[src/rtl/ahb_mst_seq.sv]
`default_nettype none
// ============================================================================
// Module   : ahb_mst_seq
// Brief    : Single-command transfer sequencer in front of an AHB master
//            interface. It paces beats, buffers write data and rewinds on retry.
// Revision : 1.0 - initial release
// ============================================================================
module ahb_mst_seq #(
   parameter int LEN_W    = 8,
   parameter int WF_DEPTH = 4
) (
   input  logic             HCLK,
   input  logic             HRST,
   input  logic             CmdValid,
   output logic             CmdReady,
   input  logic             CmdWrite,
   input  logic [2:0]       CmdSize,
   input  logic [31:0]      CmdAddr,
   input  logic [LEN_W-1:0] CmdLen,
   input  logic             WrValid,
   input  logic [31:0]      WrData,
   output logic             WrReady,
   output logic             RdValid,
   output logic [31:0]      RdData,
   output logic             Done,
   output logic             Active,
   output logic             Request,
   output logic             Burst,
   output logic             Busy,
   output logic             Write,
   output logic [2:0]       Size,
   output logic [31:0]      Addr,
   output logic [31:0]      DataIn,
   input  logic [31:0]      DataOut,
   input  logic             Grant,
   input  logic             Okay,
   input  logic             Retry
);

   localparam int               c_AW       = $clog2(WF_DEPTH);
   localparam logic [1:0]       c_ST_IDLE  = 2'd0;
   localparam logic [1:0]       c_ST_RUN   = 2'd1;
   localparam logic [1:0]       c_ST_DRAIN = 2'd2;
   localparam logic [c_AW-1:0]  c_PTR_ONE  = 1;
   localparam logic [c_AW:0]    c_CNT_ONE  = 1;
   localparam logic [c_AW:0]    c_CNT_FULL = (c_AW+1)'(WF_DEPTH);
   localparam logic [LEN_W-1:0] c_LEN_ONE  = 1;

   logic [1:0]       r_state;
   logic             r_write;
   logic [2:0]       r_size;
   logic [31:0]      r_addr;
   logic [LEN_W-1:0] r_len;
   logic [LEN_W-1:0] r_issue;
   logic [LEN_W-1:0] r_ack;
   logic             r_done;
   logic             r_rd_valid;
   logic [31:0]      r_rd_data;

   logic [31:0]      r_mem [0:WF_DEPTH-1];
   logic [c_AW-1:0]  r_wptr;
   logic [c_AW-1:0]  r_rptr;
   logic [c_AW:0]    r_cnt;

   logic             w_idle;
   logic             w_run;
   logic             w_active;
   logic             w_req;
   logic             w_grant;
   logic             w_okay;
   logic             w_retry;
   logic             w_finish;
   logic             w_busy;
   logic             w_wr_ready;
   logic             w_push;
   logic             w_pop;
   logic [LEN_W-1:0] w_outstanding;
   logic [LEN_W-1:0] w_ack_nxt;
   logic [LEN_W-1:0] w_issue_nxt;
   logic [1:0]       w_sz;
   logic [31:0]      w_addr;

   assign w_idle   = (r_state == c_ST_IDLE);
   assign w_run    = (r_state == c_ST_RUN);
   assign w_active = ~w_idle;

   // Bus events outside their legal window are dropped so that
   // AckCnt <= IssueCnt <= Len always holds.
   assign w_req   = w_run & (r_issue < r_len);
   assign w_grant = Grant & w_req;
   assign w_okay  = Okay & w_active & (r_ack < r_issue);
   assign w_retry = Retry & w_active;

   assign w_outstanding = r_issue - r_ack;
   assign w_ack_nxt     = w_okay ? (r_ack + c_LEN_ONE) : r_ack;
   assign w_issue_nxt   = w_retry ? w_ack_nxt
                        : (w_grant ? (r_issue + c_LEN_ONE) : r_issue);
   assign w_finish      = w_okay & (w_ack_nxt == r_len);

   // A word is needed beyond those already owed to outstanding beats.
   assign w_busy = r_write & w_run & (32'(r_cnt) <= 32'(w_outstanding));

   assign w_wr_ready = (r_cnt != c_CNT_FULL);
   assign w_push     = WrValid & w_wr_ready;
   assign w_pop      = w_okay & r_write & (r_cnt != '0);

   always_comb begin
      w_sz = 2'd2;
      case (r_size)
         3'b000:  w_sz = 2'd0;
         3'b001:  w_sz = 2'd1;
         default: w_sz = 2'd2;
      endcase
   end

   assign w_addr = r_addr + (32'(r_ack) << w_sz);

   always_ff @(posedge HCLK) begin
      if (HRST) begin
         r_state    <= c_ST_IDLE;
         r_write    <= 1'b0;
         r_size     <= 3'b000;
         r_addr     <= '0;
         r_len      <= '0;
         r_issue    <= '0;
         r_ack      <= '0;
         r_done     <= 1'b0;
         r_rd_valid <= 1'b0;
         r_rd_data  <= '0;
      end else begin
         r_done     <= 1'b0;
         r_rd_valid <= w_okay & ~r_write;
         if (w_okay & ~r_write) begin
            r_rd_data <= DataOut;
         end
         case (r_state)
            c_ST_IDLE: begin
               if (CmdValid) begin
                  r_write <= CmdWrite;
                  r_size  <= CmdSize;
                  r_addr  <= CmdAddr;
                  r_len   <= CmdLen;
                  r_issue <= '0;
                  r_ack   <= '0;
                  if (CmdLen == '0) begin
                     r_done <= 1'b1;
                  end else begin
                     r_state <= c_ST_RUN;
                  end
               end
            end
            default: begin
               r_issue <= w_issue_nxt;
               r_ack   <= w_ack_nxt;
               // A retry in DRAIN rewinds IssueCnt below Len, landing back in RUN.
               if (w_finish) begin
                  r_done  <= 1'b1;
                  r_state <= c_ST_IDLE;
               end else if (w_issue_nxt == r_len) begin
                  r_state <= c_ST_DRAIN;
               end else begin
                  r_state <= c_ST_RUN;
               end
            end
         endcase
      end
   end

   always_ff @(posedge HCLK) begin
      if (HRST) begin
         r_wptr <= '0;
         r_rptr <= '0;
         r_cnt  <= '0;
      end else begin
         if (w_push) begin
            r_wptr <= r_wptr + c_PTR_ONE;
         end
         if (w_pop) begin
            r_rptr <= r_rptr + c_PTR_ONE;
         end
         case ({w_push, w_pop})
            2'b10:   r_cnt <= r_cnt + c_CNT_ONE;
            2'b01:   r_cnt <= r_cnt - c_CNT_ONE;
            default: r_cnt <= r_cnt;
         endcase
      end
   end

   always_ff @(posedge HCLK) begin
      if (w_push) begin
         r_mem[r_wptr] <= WrData;
      end
   end

   assign CmdReady = w_idle;
   assign Active   = w_active;
   assign WrReady  = w_wr_ready;
   assign RdValid  = r_rd_valid;
   assign RdData   = r_rd_data;
   assign Done     = r_done;
   assign Request  = w_req;
   assign Burst    = (r_len > c_LEN_ONE);
   assign Busy     = w_busy;
   assign Write    = r_write;
   assign Size     = r_size;
   assign Addr     = w_addr;
   assign DataIn   = r_mem[r_rptr];

endmodule
`default_nettype wire
[config.mk]
export PLATFORM = sky130hd
export DESIGN_NAME = ahb_mst_seq
export DESIGN_NICKNAME = d
export VERILOG_FILES = /design/src/rtl/ahb_mst_seq.sv
export SDC_FILE = /design/constraint.sdc
export NUM_CORES = 1
export LEC_CHECK = 0
export CAP_MARGIN = 0
export CORE_MARGIN = 2
export CORE_UTILIZATION = 55
export CTS_CLUSTER_DIAMETER = 40
export DETAILED_ROUTE_END_ITERATION = 12
export GPL_ROUTABILITY_DRIVEN = 0
export MAX_ROUTING_LAYER = met4
export PLACE_DENSITY = 0.85
export SLEW_MARGIN = 25
export SYNTH_ARGS = -nofsm -noshare
export SYNTH_HDL_FRONTEND = slang
export SYNTH_SLANG_ARGS = --single-unit
[constraint.sdc]
create_clock -name HCLK -period 8.7 [get_ports HCLK]
set_clock_uncertainty 0.15 [all_clocks]
set_input_delay 0.87 -clock HCLK [delete_from_list [all_inputs] [get_ports HCLK]]
set_output_delay 0.87 -clock HCLK [all_outputs]
set_load 0.02 [all_outputs]
Word level (Yosys, flattened, before mapping):

Memory sizes are Yosys's and may differ from the RTL's. A register that Yosys moved wholly into a read port is not among the register bits.
Cells that the tools add are included.

* bits in writable memories: 128
* bits of input ports: 115
* word-level logic and storage cells: 78
* ROM bits: 0
* output and inout port bits: 108
* memories: 1
* register bits: 103
* latch bits: 0

* mux-type cells: 21
* bitwise operators: 14
* shift operators: 1
* div/mod/pow operators: 0
* magnitude comparators: 4
* $add $sub $neg: 8
* reductions and logical operators: 7
* multiply operators: 0
* equal/unequal tests: 9

Memories
* r_mem: words 4, bits a word 32, read ports 1, clocked after Yosys merged registers in 1, wr ports 1, RTL line 60 `logic [31:0] r_mem [0:WF_DEPTH-1];`

Operators by type and width (number)
* $mux W8: 6
* $add A32 B32 Y32: 1
* $shl A8 B2 Y32: 1
* $add A8 B1 Y8 const B: 2
* $eq A8 B8 Y1: 2
* $lt A8 B8 Y1: 2
* $mux W2: 7
* $and A1 B1 Y1: 12
* $gt A8 B1 Y1 const B: 1
* $le A3 B8 Y1: 1
* $logic_not A8 Y1: 1
* $sub A8 B8 Y8: 1
* $mux W1: 6
* $pmux W3 S2: 1
* $add A2 B1 Y2 const B: 2
* $eq A2 B1 Y1 const B: 2
* $ne A2 B2 Y1 const B: 2
* $pmux W2 S2: 1
* $reduce_and A2 Y1: 2
* $add A3 B1 Y3 const B: 1
* $eq A3 B1 Y1 const B: 1
* $logic_not A3 Y1: 1
* $ne A3 B3 Y1 const B: 1
* $reduce_bool A3 Y1: 1
* other kinds (5): 6

Depth between registers and ports, before layout:

Gate-level depths: netlist of the first run.

* word-level depth: 10
* depth in mapped cells: 16
* gate-level depth less buffers: 14

Worst setup path after synthesis of the first run:

OpenSTA, ideal clock, no wires.

* path type: reg2out
* from: register r_size[2] (netlist: Size[2])
* to: output Addr[22]
* path buffers: 2
* cell stages (with the launch flop): 16
* setup slack: 4.198 ns
* required time: 7.680 ns
* data arrival time: 3.482 ns
* cell sequence: dfxtp_1 > or2_2 > clkbuf_1 > clkbuf_1 > nor3_1 > ha_1 > fa_1 > a21o_1 > a21oi_1 > o21bai_1 > a21o_1 > a21oi_1 > o21ai_1 > a21oi_2 > and3b_1 > xor2_1

* longest elaborated chain between the ends: 4
* elaborated cells between the ends (all ways): 5
* those cells by class: add/sub: 1; eq/ne: 1; shift: 1; mux: 1; reduce/logical: 1

Ends and longest elaborated chain
* start, declared: RTL line 51 `logic [2:0] r_size;`
* start signal, assigned: RTL line 140 `r_size <= CmdSize;`
* $eq A3 B1 Y1 or $logic_not A3 Y1 (tied branches): RTL line 109 `case (r_size)`
* $pmux W2 S2 *: RTL line 109
* $shl A8 B2 Y32 *: RTL line 116 `assign w_addr = r_addr + (32'(r_ack) << w_sz);`
* $add A32 B32 Y32 *: RTL line 116
* end, declared: RTL line 32 `output logic [31:0] Addr,`

Every way passes the cells marked *; elsewhere a longest branch is shown, timed or not.

Final worst setup path of the first run:

* from: register r_size[0] (netlist: Size[0])
* to: output Addr[22]

Same word-level chain as after synthesis.

==> results of run 1 <==
==> power groups by stage <==
stage          registers (mW)  clock network (mW)  logic (mW)
3_3_place_gp             1.31                   0       0.604
4_1_cts                  1.30                1.26       0.626
5_1_grt                  1.31                1.30       0.675
3_5_place_dp             1.32                   0       0.618
2_1_floorplan            1.30                   0       0.381
6_report                 1.30                1.25       0.626
==> layout by cell type (no fill, tap or decap), types with 20 or more instances in the layout <==
| cell | Yosys | routed |
|---|---|---|
| inv_1 | 34 | 34 |
| a21oi_1 | 107 | 107 |
| nand2_1 | 212 | 212 |
| clkdlybuf4s50_1 | 0 | 221 |
| dfxtp_1 | 105 | 104 |
| ha_1 | 36 | 36 |
| nand3_1 | 22 | 22 |
| mux4_2 | 32 | 32 |
| clkbuf_16 | 0 | 31 |
| edfxtp_1 | 128 | 128 |
| o21ai_0 | 29 | 28 |
| xor2_1 | 20 | 20 |
| nor2_1 | 38 | 36 |
| xnor2_1 | 43 | 43 |
==> per-stage QoR <==
stage | utilization | area (um^2) | hold slack [ns] | power [mW]
floorplan | - | 11100 | 0.291 | 1.68
global placement | 0.687 | 13500 | 0.291 | 1.92
detailed placement | 0.687 | 13500 | 0.295 | 1.93
CTS | 0.739 | 14500 | 0.303 | 3.19
global route | 0.739 | 14500 | 0.323 | 3.28
finish | 0.739 | 14500 | 0.304 | 3.17
==> kinds of logic (layout without fill, tap and decap cells) <==
kind of cell,count (synthesis),in the layout,synth area share
buffers and inverters,92,325,0.0339
muxes,48,48,0.0798
xor gates and xnor gates,65,65,0.0534
AOI/OAI and AO/OA,206,206,0.113
and+or+nand+nor,337,337,0.136
DFF,233,233,0.538
other,1,2,0.000339
adders and majority gates,39,39,0.0462
==> flip-flops by register name, indices dropped and copies added, names as in the netlist, 3 cells and up, named ones only <==
| register | cells |
|---|---|
| Size | 3 |
| r_issue | 8 |
| RdData | 32 |
| r_ack | 8 |
| r_mem | 128 |
| r_len | 8 |
| r_cnt | 3 |
| r_addr | 32 |
==> worst paths after layout <==
path | start | endpoint | slack (ns) | cells past startpoint
max | Size[0] | Addr[22] | 3.25 | 13
min | RdData[21] | RdData[21] | 0.30 | 2
max reg2reg | r_ack[5] | r_cnt[2] | 4.61 | 12
min reg2reg | RdData[21] | RdData[21] | 0.30 | 2
==> metal layers <==
| metal | vias to the layer above | wire [um] | global-route usage |
|---|---|---|---|
| met2 | 362 | 15700 | 0.502 |
| met1 | 4165 | 11200 | 0.327 |
| met3 | 88 | 1920 | 0.0545 |
| met5 | - | 0 | - |
| met4 | 0 | 1180 | 0.106 |
| li1 | 4080 | - | - |
==> critical path, stage by stage (launching register included) <==
cell and delay [ns]:
dfxtp_1 0.65, mux2i_1 0.24, nor2_1 0.09, fa_1 0.44
a21o_1 0.18, a21oi_1 0.22, o21bai_1 0.09, a21o_1 0.20
a21oi_1 0.22, o21ai_1 0.15, a21oi_2 0.42, and3b_1 0.24
xor2_1 0.13, clkdlybuf4s50_1 0.61
==> layout make-up <==
cell class                 instances  area (um^2)  area share
inverter                          34          128     0.00881
clock inverter                    24          243      0.0168
clock buffer                      34          787      0.0543
timing repair buffer             233         2300       0.159
antenna                            1         2.50    0.000173
sequential                       233         5950       0.411
multi-input combinational        696         4740       0.327
tap                              265          332      0.0229
==> flow_summary.toml, run 1 <==
[outcome]
outcome = "completed"

[yosys]
synth_commonest_cells = "212 x nand2_1, 128 x edfxtp_1, 107 x a21oi_1"
yosysMostFrequentCell = "nand2_1"
yosysWarnings = 0
synth_area_leaders = "edfxtp_1 35%, dfxtp_1 19%, nand2_1 7.2%"
synth_seq_cells = 233
yosys.area.top_type = "edfxtp_1"
ys_types = 75
synth_top_area_share = 0.348
ys.flop_type = "edfxtp_1"
syn_inst = 1021
ys_seq_area_frac = 0.538
synthArstFlopShare = 0
avgSynthCellArea_um2 = 10.8
synth_area_um2 = 11100
mappedNetlistNets = 1175
synth_edf_count = 128

[sta]
fmax_mhz = 183
maxSlewHeadroom = 0.471
fin_setup_tns_ns = 0
setup_violations = 0
min_period_ns = 5.45
slew_viol_final = 0
hold_viol_final = 0
final.setup.worst_slack_ns = 3.25
rsz0062_at_grt = "false"
min_period_over_period = 0.627
worstMarginPinSlew_ns = 0.789

[cts]
cts_tree = "built"
cts.path.max_buffers = 3
clock-sinks = 233
clkSlewWorstSetupHoldPaths_ns = 0.06
cts_resized = 0
cts_buffers = 31
cts_root_buf = "clkbuf_16"
insertion_delay_ns = 0.55
htreeDepth = 1
post_cts_buffers = 0
holdBufCountCts = 0

[drt]
drtIter0Drc = 628
finalWirelength_um = 30100
routedWlPerCell_um = 19.8
dr_total_vias = 8695
drt_pass1_iterations = 5
ant_nets = 0
routed_via_density = 5.72
drc_errors = 0

[final_layout]
fill_cells = 1296
nets = 1383
fin_cells = 1520
area_growth_pct = 31.0
layout-drive-gt1-share = 0.0885

[setup_path]
critPathCaptureType = "primary output"
crit_required_ns = 7.68
start_kind = "flop"
crit_type = "reg2out"
crit_path_max_fanout = 11
crit_arrival_ns = 4.43

[floorplan]
die_y_um = 146
ios = 223
die-area_um2 = 21300
start_util = 0.564
coreArea_um2 = 19600
rows = 51
die_width_um = 146

[global_routing]
globalRoute.totalOverflow = 0
antenna_found_initial = 1
grt.total_usage = 0.287
grt_max_degree = 61
grt_pass1_vias = 8626
grt_pass1_wl_um = 47200

[power]
switchingPower_mw = 0.908
seqPwrFrac = 0.410
p_leak_nw = 5.12
power_density_nw_per_um2 = 219
p_clk_frac = 0.393
netSwitchingFraction = 0.286
power_frac_comb = 0.197
power.internal_mw = 2.26
peakVddDrop_uv = 183

[flow_run]
drv_cap = 0

[placed_design]
post-dp-hpwl_um = 19500
dp_slack_ns = 3.88
placed_cells = 1461
port_buffers = 222

[worst_hold_path]
min_path_type = "reg2reg"
No activity file was read; power rests on OpenSTA's default activity.
==> run 2, diff against run 1 <==
CORE_UTILIZATION = 52   (was 55)
PLACE_DENSITY = 0.81   (was 0.85)
clock period = 5.3 ns   (was 8.7 ns; I/O delays follow)
==> flow_summary.toml, run 2 (synthesis results as in run 1) <==
[worst_hold_path]
min_path_type = "reg2reg"
hold_path_depth = 2
holdCritStartpoint = "RdData[21]"
worstHoldEndpoint = "RdData[21]"

[setup_path]
start_kind = "flop"
crit_path_max_fanout = 17
crit_required_ns = 4.62
r2r-end = "r_cnt[2]"
crit_buf_inv = 1
reg2reg_from = "r_ack[5]"
path_delay_family = "compound AO/OA/AOI/OAI gates"
rrSetupSlack_ns = 1.23
crit_chain = "or2_2, nor2_1, ha_1, a21o_1, a21oi_1, o21bai_1, a21oi_1, o21bai_1, a21oi_1, o21ai_1, nand4_1, xnor2_1, clkdlybuf4s50_1"
crit_path_frequent_cell = "a21oi_1"
cp_slowest_cell = "clkdlybuf4s50_1"
crit_arrival_ns = 4.24
critPathCaptureType = "primary output"
cpPeakStageDelay_ns = 0.64
rr_worst_depth = 12
crit_type = "reg2out"

[global_routing]
grt_max_degree = 70
grt_util_met2 = 0.415
grt_use_met1 = 0.318
grt_pass1_vias = 8013
grt_pass1_wl_um = 42700
grt.total_usage = 0.246
grt_use_met3 = 0.0305
globalRoute.totalOverflow = 0
antenna_found_initial = 0
top_usage_layer = "met2"

[sta]
holdWs_ns = 0.304
slew_viol_final = 0
min_period_ns = 4.92
rsz0062_at_grt = "false"
fmax_mhz = 203
fin_setup_tns_ns = 0
worstMarginPinSlew_ns = 0.996
hold_viol_final = 0
setup_violations = 0
maxSlewHeadroom = 0.334
min_period_over_period = 0.928

[final_layout]
fin_cells = 1528
layout-drive-gt1-share = 0.0918
final_cell_mix = "221 x clkdlybuf4s50_1, 212 x nand2_1, 128 x edfxtp_1, 107 x a21oi_1, 103 x dfxtp_1"
largest_register = "r_mem"
largest_reg_flops = 128
layout_commonest_cell = "clkdlybuf4s50_1"
area_growth_pct = 31.3
n_antenna_cell = 0
nets = 1383

[cts]
cts_tree = "built"
cts_buffers = 30
insertion_delay_ns = 0.55
cts.path.max_buffers = 3
cts_root_buf = "clkbuf_16"
holdBufCountCts = 0
clock-sinks = 233
clkSlewWorstSetupHoldPaths_ns = 0.06
cts_resized = 0
post_cts_buffers = 0
htreeDepth = 1

[power]
power.internal_mw = 3.68
peakVddDrop_uv = 247
power_frac_comb = 0.198
seqPwrFrac = 0.410
p_leak_nw = 5.13
p_clk_frac = 0.392
power_density_nw_per_um2 = 357
netSwitchingFraction = 0.289
switchingPower_mw = 1.50

[floorplan]
start_util = 0.528
ios = 223
coreArea_um2 = 21000
die_width_um = 150
die-area_um2 = 22400
rows = 53
die_y_um = 150

[drt]
drc_errors = 0
drt_pass1_iterations = 5
routed_via_density = 5.53
routedWlPerCell_um = 18.0
dr_total_vias = 8447
finalWirelength_um = 27500
drtIter0Drc = 733
ant_nets = 0

[outcome]
outcome = "completed"

[placed_design]
port_buffers = 222
post-dp-hpwl_um = 19300
placed_cells = 1472

[flow_run]
drv_cap = 0
[run 2: cell types whose count changed in the layout (fill, tap and decap cells not counted), moves of 2 or more]
cell / before / now
inv_6: 2 / 5
clkbuf_8: 0 / 2
clkinvlp_4: 4 / 2
clkinv_8: 0 / 4
clkinv_2: 4 / 0
clkinv_1: 6 / 3
[run 2: final cells by class]
type / instances / area [um^2]
Multi-Input combinational cell: 696 / 4750
Clock inverter: 22 / 251
Timing Repair Buffer: 234 / 2310
Inverter: 34 / 128
Sequential cell: 233 / 5950
Fill cell: 1560 / 6440
Tap cell: 275 / 344
Clock buffer: 34 / 786
[run 2: metrics by stage]
step | area, um^2 | power [mW] | worst slack (ns) | utilization
after floorplan | 11100 | 2.76 | 1.14 | -
after global placement | 13500 | 3.15 | 0.772 | 0.643
after detailed placement | 13500 | 3.17 | 0.836 | 0.643
after CTS | 14500 | 5.21 | 0.239 | 0.692
after global routing | 14500 | 5.39 | 0.0421 | 0.693
final | 14500 | 5.18 | 0.384 | 0.693
[run 2: worst max-delay path by stage]
stage / start / endpoint / slack (ns) / depth (start not counted)
6_report: Size[2] / Addr[31] / 0.38 / 13
5_1_grt: Size[2] / Addr[22] / 0.04 / 14
4_1_cts: Size[0] / Addr[22] / 0.24 / 13
2_1_floorplan: Size[2] / Addr[22] / 1.14 / 15
3_5_place_dp: Size[0] / Addr[22] / 0.84 / 13
3_3_place_gp: Size[0] / Addr[31] / 0.77 / 13
[run 2: worst register-to-register path: stages (launching register included)]
cell,delay (ns)
dfxtp_1,0.59
inv_1,0.19
ha_1,0.41
nand4_2,0.16
a21oi_2,0.23
o21a_1,0.62
o311a_1,0.36
ha_1,0.21
inv_1,0.06
fa_1,0.38
xor2_1,0.16
or3_1,0.31
a21oi_1,0.15
[run 2: power groups by stage]
stage,Combinational (mW),Sequential (mW),Clock (mW)
after global routing,1.11,2.14,2.14
after floorplan,0.625,2.14,0
after detailed placement,1.01,2.16,0
after CTS,1.02,2.12,2.06
after global placement,1.00,2.15,0
final,1.02,2.13,2.03
[run 2: layer usage]
| metal | vias up | share of wire |
|---|---|---|
| met5 | - | 0 |
| met4 | 0 | 0.021 |
| met3 | 53 | 0.068 |
| met2 | 309 | 0.50 |
| met1 | 4000 | 0.41 |
| li1 | 4085 | - |
==> run 3, diff against run 2 <==
SLEW_MARGIN = unset   (was 25)
==> flow_summary.toml, run 3 (synthesis results as in run 1) <==
[final_layout]
multiInputGateArea_um2 = 4750
layout-drive-gt1-share = 0.0896
nets = 1382
layout_commonest_cell = "clkdlybuf4s50_1"
area_growth_pct = 30.5
final_cell_mix = "221 x clkdlybuf4s50_1, 212 x nand2_1, 128 x edfxtp_1, 107 x a21oi_1, 103 x dfxtp_1"
ff_latch_area_um2 = 5950
largest_register = "r_mem"
n_antenna_cell = 0
fill_cells = 1580
largest_reg_flops = 128

[cts]
post_cts_buffers = 0
insertion_delay_ns = 0.53
cts_root_buf = "clkbuf_16"
htreeDepth = 1
cts_buffers = 29
cts_tree = "built"
cts.path.max_buffers = 3
clock-sinks = 233
clkSlewWorstSetupHoldPaths_ns = 0.06

[power]
p_leak_nw = 5.09
total_power_mw = 5.03
power_density_nw_per_um2 = 348
peakVddDrop_uv = 243

[setup_path]
crit_arrival_ns = 4.22
crit_type = "reg2out"
start_kind = "flop"
critPathCaptureType = "primary output"
crit_path_max_fanout = 17
rrSetupSlack_ns = 1.17
crit_required_ns = 4.62

[sta]
slew_viol_final = 0
rsz0062_at_grt = "false"
setup_violations = 0
fmax_mhz = 204
fin_setup_tns_ns = 0
worstMarginPinSlew_ns = 1.00
min_period_over_period = 0.924
final.setup.worst_slack_ns = 0.402
maxSlewHeadroom = 0.331
hold_viol_final = 0
min_period_ns = 4.90

[drt]
drt_pass1_iterations = 7
dr_total_vias = 8460
routedWlPerCell_um = 18.1
ant_nets = 0
drtIter0Drc = 720
finalWirelength_um = 27600
routed_via_density = 5.55
drc_errors = 0

[floorplan]
die-area_um2 = 22400
die_y_um = 150
rows = 53
start_util = 0.528
coreArea_um2 = 21000
ios = 223
die_width_um = 150

[global_routing]
globalRoute.totalOverflow = 0
grt.total_usage = 0.247
grt_pass1_wl_um = 42800
grt_max_degree = 70
grt_pass1_vias = 8101
antenna_found_initial = 0

[placed_design]
post-dp-hpwl_um = 19200
port_buffers = 222
dp_slack_ns = 0.583

[outcome]
outcome = "completed"

[flow_run]
drv_cap = 0

[worst_hold_path]
min_path_type = "reg2reg"
-- run 3: changes by cell type in the layout (fill, tap and decap cells not counted) --
cell,change
clkinvlp_2,-1
clkinv_1,+1
clkbuf_8,-1
inv_8,-3
clkbuf_16,-1
clkbuf_1,-1
bufinv_16,-1
clkinv_8,-1
clkinv_2,+2
clkinv_4,+2
clkinvlp_4,+1
-- run 3: final cells by class --
cell class / count / share of cell area
clock buffer: 31 / 0.0515
clock inverter: 22 / 0.0142
inverter: 34 / 0.00885
multi-input combinational: 696 / 0.329
sequential: 233 / 0.412
tap: 275 / 0.0238
timing repair buffer: 234 / 0.160
-- run 3: power breakdown --
group | switching, mW | internal [mW]
registers | 0.0990 | 2.03
logic | 0.568 | 0.455
clock network | 0.787 | 1.09
-- run 3: critical path, cell delays in order (launching register included) --
cell and delay [ns]:
dfxtp_1 0.32, or2_2 0.42, nor2_1 0.23, ha_1 0.26, a21o_1 0.18, a21oi_1 0.21, o21bai_1 0.09, a21oi_1 0.21
o21bai_1 0.10, a21oi_1 0.28, o21ai_1 0.36, nand4_1 0.24, xnor2_1 0.13, clkdlybuf4s50_1 0.64
-- run 3: timing repair --
action	CTS	global route
gates cloned	0	0
hold buffers	0	0
setup endpoints to repair	1	3
resized for setup	1	2
pin swaps	0	0
-- run 3: metrics by stage --
step                hold WS (ns)  cell area, um^2  utilization  instances
floorplan                  0.291            11100            -       1021
global placement           0.291            13500        0.643       1472
detailed placement         0.296            13500        0.643       1472
CTS                        0.303            14400        0.688       1525
global route               0.316            14400        0.689       1525
finish                     0.304            14400        0.689       1525
-- run 3: final timing paths --
check / from / endpoint / depth (start not counted)
min: RdData[23] / RdData[23] / 2
max: Size[2] / Addr[31] / 13
max reg2reg: r_ack[5] / r_cnt[2] / 12
min reg2reg: RdData[23] / RdData[23] / 2
-- run 3: per-layer routing --
metal  wire length, um  share of wire  track usage
met5                 0              0            -
met4               492          0.018       0.0594
met3              1780          0.065       0.0348
met2             13900           0.50        0.416
met1             11500           0.41        0.317
